File: config.mk
export PLATFORM = sky130hd
export DESIGN_NAME = modulo_deposito_rolhas
export DESIGN_NICKNAME = d
export VERILOG_FILES = /design/src/rtl/modulo_deposito_rolhas.sv
export SDC_FILE = /design/constraint.sdc
export NUM_CORES = 1
export LEC_CHECK = 0
export CORE_MARGIN = 2
export CORE_UTILIZATION = 40
export CTS_CLUSTER_DIAMETER = 60
export DETAILED_ROUTE_END_ITERATION = 6
export RECOVER_POWER = 100
export REMOVE_ABC_BUFFERS = 1
export SLEW_MARGIN = 5
export SYNTH_ARGS = -nofsm -noshare
export SYNTH_HDL_FRONTEND = slang
export SYNTH_SLANG_ARGS = --single-unit
export TNS_END_PERCENT = 1
File: constraint.sdc
create_clock -name clk -period 3.9 [get_ports clk]
set_input_delay 0.78 -clock clk [delete_from_list [all_inputs] [get_ports clk]]
set_output_delay 0.78 -clock clk [all_outputs]
set_load 0.05 [all_outputs]
File: src/rtl/modulo_deposito_rolhas.sv
// Secondary cork depot: answers batch transfer requests from the main cork
// buffer with one pulse per cork, and accepts operator loads up to CAP.
// Every output is driven straight from a register.
module modulo_deposito_rolhas #(
    parameter int WIDTH = 7,
    parameter int CAP   = 99,
    parameter int BATCH = 20
) (
    input  logic             clk,
    input  logic             reset,
    input  logic             req_transfer,
    output logic             ack_transfer,
    output logic             nak_transfer,
    output logic             transfer_pulse,
    input  logic             load_valid,
    input  logic [WIDTH-1:0] load_qty,
    output logic             load_ready,
    output logic             load_accept,
    output logic             load_reject,
    output logic [WIDTH-1:0] stock,
    output logic             empty,
    output logic             low,
    output logic [1:0]       estado
);

    typedef enum logic [1:0] {
        IDLE     = 2'b00,
        TRANSFER = 2'b01,
        DONE     = 2'b10,
        NAK      = 2'b11
    } state_t;

    localparam logic [WIDTH-1:0] BATCH_W = WIDTH'(BATCH);
    localparam logic [WIDTH-1:0] ONE_W   = WIDTH'(1);
    localparam logic [WIDTH:0]   CAP_W   = (WIDTH+1)'(CAP);

    state_t           state, state_n;
    logic [WIDTH-1:0] rem, rem_n;
    logic [WIDTH-1:0] stock_n;
    logic [WIDTH:0]   sum;
    logic             accept_n, reject_n;

    assign estado = state;

    // Next-state and datapath decisions; a request in IDLE always wins over a load.
    always_comb begin
        state_n  = state;
        rem_n    = rem;
        stock_n  = stock;
        accept_n = 1'b0;
        reject_n = 1'b0;
        // one extra bit so an oversized load cannot wrap into an accept
        sum      = {1'b0, stock} + {1'b0, load_qty};
        case (state)
            IDLE: begin
                if (req_transfer) begin
                    if (stock >= BATCH_W) begin
                        rem_n   = BATCH_W;
                        state_n = TRANSFER;
                    end else begin
                        state_n = NAK;
                    end
                end else if (load_valid) begin
                    if (sum <= CAP_W) begin
                        stock_n  = sum[WIDTH-1:0];
                        accept_n = 1'b1;
                    end else begin
                        reject_n = 1'b1;
                    end
                end
            end
            TRANSFER: begin
                // entry check guarantees stock >= rem, so this never wraps
                stock_n = stock - ONE_W;
                rem_n   = rem - ONE_W;
                if (rem == ONE_W) state_n = DONE;
            end
            DONE, NAK: begin
                if (!req_transfer) state_n = IDLE;
            end
            default: state_n = IDLE;
        endcase
    end

    // State, counters and all output flags, registered from the next-state values.
    always_ff @(posedge clk) begin
        if (reset) begin
            state          <= IDLE;
            rem            <= '0;
            stock          <= '0;
            transfer_pulse <= 1'b0;
            ack_transfer   <= 1'b0;
            nak_transfer   <= 1'b0;
            load_accept    <= 1'b0;
            load_reject    <= 1'b0;
            empty          <= 1'b1;
            low            <= 1'b1;
            load_ready     <= 1'b1;
        end else begin
            state          <= state_n;
            rem            <= rem_n;
            stock          <= stock_n;
            transfer_pulse <= (state_n == TRANSFER);
            ack_transfer   <= (state_n == DONE);
            nak_transfer   <= (state_n == NAK);
            load_accept    <= accept_n;
            load_reject    <= reject_n;
            empty          <= (stock_n == '0);
            low            <= (stock_n < BATCH_W);
            // sampled copy of the IDLE readiness rule, kept registered
            load_ready     <= (state_n == IDLE) && !req_transfer;
        end
    end

endmodule

==> results of run 1 <==
layer usage:
layer	wire, µm	GRT usage
met2	1840	0.275
met5	0	0
met3	222	0.0328
met1	2000	0.232
met4	35	0.0314
cell type report:
class	count	area, µm²	area share
clock buffer	4	55.1	0.0257
inverter	10	37.5	0.0175
timing repair buffer	30	293	0.137
sequential	24	480	0.224
tap	52	65.1	0.0303
multi-input combinational	171	1210	0.566
Yosys cell counts, drive strengths merged (2+ instances only):
| cell type | number | area, µm² |
|---|---|---|
| a2111oi | 4 | 97.6 |
| a211oi | 6 | 45.0 |
| a21o | 5 | 46.3 |
| a21oi | 17 | 88.8 |
| a221o | 4 | 41.3 |
| a311oi | 4 | 52.6 |
| a31oi | 4 | 25.0 |
| and2 | 2 | 15.0 |
| clkbuf | 4 | 15.0 |
| dfxtp | 24 | 480 |
| ha | 11 | 138 |
| inv | 10 | 37.5 |
| mux2i | 2 | 20.0 |
| nand2 | 18 | 67.6 |
| nand2b | 5 | 31.3 |
| nand3 | 4 | 20.0 |
| nand3b | 3 | 22.5 |
| nand4 | 2 | 12.5 |
| nor2 | 28 | 108 |
| nor2b | 2 | 12.5 |
| nor3 | 9 | 50.1 |
| nor3b | 2 | 26.3 |
| nor4 | 2 | 12.5 |
| o211ai | 2 | 15.0 |
| o21a | 4 | 30.0 |
| o21ai | 8 | 40.0 |
| or2 | 5 | 31.3 |
| or3 | 2 | 12.5 |
| or4b | 2 | 20.0 |
| xnor2 | 3 | 26.3 |
flip-flops by register name (all words and copies together), names as in the netlist:
signal	flops
stock	7
empty	1
load_ready	1
estado	2
load_accept	1
ack_transfer	1
rem	7
low	1
load_reject	1
transfer_pulse	1
nak_transfer	1
per-stage QoR:
| stage | power, mW | area, µm² | hold WS, ns | cells | setup WS [ns] |
|---|---|---|---|---|---|
| 2_1_floorplan | 1.48 | 1740 | 0.433 | 205 | 0.723 |
| 3_3_place_gp | 1.81 | 2100 | 0.464 | 287 | 0.206 |
| 3_5_place_dp | 1.81 | 2100 | 0.461 | 287 | 0.135 |
| 4_1_cts | 1.98 | 2150 | 0.480 | 291 | 0.430 |
| 5_1_grt | 2.09 | 2140 | 0.517 | 291 | 0.185 |
| 6_report | 1.93 | 2140 | 0.484 | 291 | 0.311 |
cells by family (layout without fill, tap and decap cells):
kind of cell	Yosys count	count (layout)	synth area share
xor+xnor	3	3	0.0148
fa+ha+maj	12	12	0.0887
compound gates	64	64	0.306
simple gates	90	90	0.268
flops	24	24	0.270
buf+inv	16	44	0.0408
mux	2	2	0.0113
power by group through the flow:
stage                     combinational [mW]  clock [mW]  sequential (mW)
final                                   1.34       0.164            0.427
after floorplan                        0.880           0            0.597
after global placement                  1.38           0            0.438
after CTS                               1.37       0.170            0.433
after global routing                    1.46       0.182            0.447
after detailed placement                1.37           0            0.438
worst paths after layout:
| check | start | endpoint | slack [ns] | cells past startpoint |
|---|---|---|---|---|
| min reg2reg | rem[6] | rem[6] | 0.48 | 1 |
| max | load_qty[0] | empty | 0.31 | 11 |
| max reg2reg | stock[0] | empty | 0.71 | 10 |
| min | rem[6] | rem[6] | 0.48 | 1 |
==> results.sh, run 1 <==
export IMPL_post_route_min_period_ns=3.59
export IMPL_hp_class="reg2reg"
export IMPL_clk_path_buf_depth=2
export IMPL_ios=28
export IMPL_path_clk_slew_ns=0.08
export IMPL_row_count=24
export IMPL_io_buffer_count=27
export IMPL_syn_inst=211
export IMPL_dr_pass1_iters=4
export IMPL_crit_chain="clkdlybuf4s50_1 -> ha_1 -> inv_1 -> fa_1 -> nand2b_1 -> a21o_1 -> a311oi_4 -> nor2_1 -> a21o_1 -> a2111oi_4 -> a41o_1"
export IMPL_drv_cap=0
export IMPL_worst_path_buf_inv=2
export IMPL_antenna_cells=0
export IMPL_die_w_um=70.6
export IMPL_async_reset_ff_frac=0
export IMPL_insertion_delay_ns=0.26
export IMPL_first_global_vias=1484
export IMPL_drive_above_1_share=0.113
export IMPL_ys_flop_type="dfxtp_1"
export IMPL_viasPerCell=5.59
export IMPL_syn_area_um2=1780
export IMPL_wire_per_inst_um=14.1
export IMPL_hold_buffers=0
export IMPL_fin_skew_ns=0.00586
export IMPL_vdd_drop_max_uv=351
export IMPL_grt_first_pass_wirelength_um=6900
export IMPL_cellPowerDensity_nw_per_um2=901
export IMPL_p_sw_uw=987
export IMPL_report_final_hold_viol_count=0
export IMPL_area_delta_synth_final_pct=20.7
export IMPL_p_int_uw=945
export IMPL_final_util=0.496
export IMPL_p_comb_frac=0.694
export IMPL_grt_antenna_before_repair=0
export IMPL_crit_family="compound AO/OA/AOI/OAI gates"
export IMPL_grt_usage=0.167
export IMPL_final_common_cell="nor2_1"
export IMPL_die_area_um2=4990
export IMPL_slowest_stage="clkdlybuf4s50_1"
export IMPL_rsz0062_at_grt="false"
export IMPL_die_h_um=70.6
export IMPL_ctsRootBufferMaster="clkbuf_8"
export IMPL_worst_slew_pin_slew_ns=0.853
export IMPL_cpPeakStageDelay_ns=0.46
export IMPL_start_util=0.411
export IMPL_status="finished clean"
export IMPL_ys_warn_count=0
export IMPL_synthDistinctLibCells=55
export IMPL_core_um2=4320
export IMPL_grt_max_degree=23
export IMPL_clock_fmax_ghz=0.279
export IMPL_first_iter_violations=98
export IMPL_cp_start_kind="input port"
export IMPL_worstPathRequired_ns=4.10
export IMPL_synth_edf_count=0
export IMPL_hpwl_um=3190
export IMPL_avgSynthCellArea_um2=8.42
export IMPL_clockPowerShare=0.085
export IMPL_cts_buffers=3
export IMPL_gr_total_overflow=0
export IMPL_setup_violations_final=0
export IMPL_crit_path_frequent_cell="a21o_1"
export IMPL_ys_seq_area_frac=0.270
export IMPL_nFillCells=426
export IMPL_final_period_utilization=0.920
export IMPL_power_leakage_nw=0.844
export IMPL_wl_um=4100
export IMPL_worstPathArrival_ns=3.79
export IMPL_final_cell_mix="nor2_1 (28), dfxtp_1 (24), dlygate4sd3_1 (19)"
export IMPL_cts_resized=0
export IMPL_clock_sinks=24
export IMPL_cts_max_level=1
export IMPL_gp_congestion=0.982
export IMPL_path_class="in2reg"
export IMPL_nets=263
export IMPL_setup_tns_ns=0
export IMPL_pwr_share_seq=0.221
export IMPL_relSlewSlack=0.429
export IMPL_ys_ff_latch=24
export IMPL_end_kind="flop"
export IMPL_postCtsSetupBuffers=0
export IMPL_ant_nets=0
export IMPL_cts_tree="done"
export IMPL_crit_fanout=6
export IMPL_switching_share=0.511
export IMPL_routed_via_count=1626
export IMPL_slew_violations=0
export IMPL_drc_errors=0
(Power assumes the default switching activity.)
==> run 2: changes to the inputs <==
--- a/config.mk
+++ b/config.mk
@@ -5,8 +5,9 @@
 export SDC_FILE = /design/constraint.sdc
 export NUM_CORES = 1
 export LEC_CHECK = 0
+export CAP_MARGIN = 10
 export CORE_MARGIN = 2
-export CORE_UTILIZATION = 40
+export CORE_UTILIZATION = 35
 export CTS_CLUSTER_DIAMETER = 60
 export DETAILED_ROUTE_END_ITERATION = 6
 export RECOVER_POWER = 100
==> constraint.sdc (replaced) <==
create_clock -name clk -period 3.9 [get_ports clk]
set_input_delay 0.39 -clock clk [delete_from_list [all_inputs] [get_ports clk]]
set_output_delay 0.39 -clock clk [all_outputs]
set_load 0.05 [all_outputs]
==> run 2 against run 1 <==
Net effect: combinational power hardly changed; via count grew 2.4%; sequential power up 1%; first-iteration DRC count rose by 27%; clock skew hardly changed; sequential share of layout area decreased by 0.17 points; die area up 13%; clock power increased by 37%; register-to-register slack got worse by 0.02 ns; largest power group unchanged.
==> results.sh, run 2 (synthesis results as in run 1) <==
export IMPL_status="finished clean"
export IMPL_die_area_um2=5660
export IMPL_final_util=0.449
export IMPL_viasPerCell=5.48
export IMPL_worstHoldStart="rem[6]"
export IMPL_rsz0062_at_grt="false"
export IMPL_first_global_vias=1591
export IMPL_first_iter_violations=124
export IMPL_final_common_cell="nor2_1"
export IMPL_drive_above_1_share=0.101
export IMPL_placed_cells=300
export IMPL_worst_slew_pin_slew_ns=0.833
export IMPL_hpwl_um=3320
export IMPL_hp_class="reg2reg"
export IMPL_cts_buffers=3
export IMPL_cp_start_kind="flop"
export IMPL_power_leakage_nw=0.837
export IMPL_wire_per_inst_um=14.3
export IMPL_path_clk_slew_ns=0.09
export IMPL_cellPowerDensity_nw_per_um2=922
export IMPL_final_cell_count_no_fill=304
export IMPL_post_place_ws_ns=0.520
export IMPL_row_count=25
export IMPL_clock_fmax_ghz=0.311
export IMPL_worst_path_buf_inv=1
export IMPL_vdd_drop_max_uv=302
export IMPL_routed_via_count=1665
export IMPL_holdWs_ns=0.493
export IMPL_fin_skew_ns=0.00560
export IMPL_gr_total_overflow=0
export IMPL_seq_area_um2=480
export IMPL_grt_max_degree=23
export IMPL_worstPathRequired_ns=4.11
export IMPL_cts_resized=0
export IMPL_cpPeakStageDelay_ns=0.54
export IMPL_grt_usage=0.168
export IMPL_r2r_end="empty"
export IMPL_final_cell_mix="nor2_1 (28), dfxtp_1 (24), nand2_1 (18), dlygate4sd3_1 (18), a21oi_1 (16)"
export IMPL_core_um2=4820
export IMPL_post_route_min_period_ns=3.21
export IMPL_grt_first_pass_wirelength_um=7350
export IMPL_start_util=0.369
export IMPL_cts_tree="done"
export IMPL_antenna_cells=0
export IMPL_dpl_cell_area_um2=2100
export IMPL_crit_chain="ha_1 -> inv_1 -> fa_1 -> nand2b_1 -> a21o_1 -> a311oi_4 -> nor2_1 -> a21o_1 -> a2111oi_4 -> a41o_1"
export IMPL_rrSetupSlack_ns=0.69
export IMPL_worstPathArrival_ns=3.43
export IMPL_crit_family="compound AO/OA/AOI/OAI gates"
export IMPL_hold_path_endpoint="rem[6]"
export IMPL_hold_path_depth=1
export IMPL_gp_congestion=0.917
export IMPL_clk_path_buf_depth=2
export IMPL_crit_path_frequent_cell="a21o_1"
export IMPL_io_buffer_count=27
export IMPL_wl_um=4360
export IMPL_final_period_utilization=0.824
export IMPL_area_delta_synth_final_pct=21.6
export IMPL_postCtsSetupBuffers=0
export IMPL_nFillCells=501
export IMPL_rr_worst_depth=10
export IMPL_relSlewSlack=0.443
export IMPL_final_area_um2=2160
export IMPL_hold_buffers=0
export IMPL_drc_errors=0
export IMPL_die_h_um=75.3
export IMPL_power_mw=1.99
export IMPL_slew_violations=0
export IMPL_ios=28
export IMPL_cts_max_level=1
export IMPL_end_kind="flop"
export IMPL_ant_nets=0
export IMPL_reg2reg_from="stock[0]"
export IMPL_dr_pass1_iters=5
export IMPL_drv_cap=0
export IMPL_path_class="reg2reg"
export IMPL_multi_input_area_um2=1210
export IMPL_grt_antenna_before_repair=0
export IMPL_fin_ws_ns=0.688
export IMPL_insertion_delay_ns=0.27
export IMPL_setup_tns_ns=0
export IMPL_die_w_um=75.3
export IMPL_setup_violations_final=0
export IMPL_crit_fanout=9
export IMPL_clock_sinks=24
export IMPL_ctsRootBufferMaster="clkbuf_8"
export IMPL_slowest_stage="dfxtp_1"
export IMPL_nets=261
export IMPL_report_final_hold_viol_count=0
## run 2: cell types whose count changed in the layout (fill, tap and decap cells not counted), sizes merged
cell	previous run	this run
clkdlybuf4s50	8	9
bufinv	0	1
buf	3	0
dlygate4sd3	19	18
## run 2: worst max-delay path by stage
stage	startpoint	end	slack, ns	cells after the start
after floorplan	stock[0]	empty	0.72	10
after global placement	load_qty[0]	empty	0.56	11
after detailed placement	load_qty[0]	empty	0.52	10
after CTS	stock[0]	empty	0.73	9
after global routing	stock[0]	empty	0.38	9
final	stock[0]	empty	0.69	10
## run 2: final cells by class
class / instances / share of cell area
clock buffer: 3 / 0.0191
tap: 67 / 0.0388
multi-input combinational: 171 / 0.562
clock inverter: 1 / 0.0139
inverter: 10 / 0.0174
sequential: 24 / 0.222
timing repair buffer: 28 / 0.127
## run 2: per-layer routing
| layer | vias up | share of wire | global-route usage |
|---|---|---|---|
| met4 | 0 | 0.023 | 0.0507 |
| met5 | - | 0 | 0 |
| met1 | 766 | 0.50 | 0.233 |
| met2 | 52 | 0.43 | 0.273 |
| met3 | 10 | 0.045 | 0.0201 |
| li1 | 837 | - | - |
## run 2: power breakdown
group	internal (mW)	switching, mW	total, mW	leakage [nW]
Sequential	0.322	0.109	0.432	0.198
Combinational	0.521	0.816	1.34	0.604
Clock	0.137	0.0867	0.224	0.0357
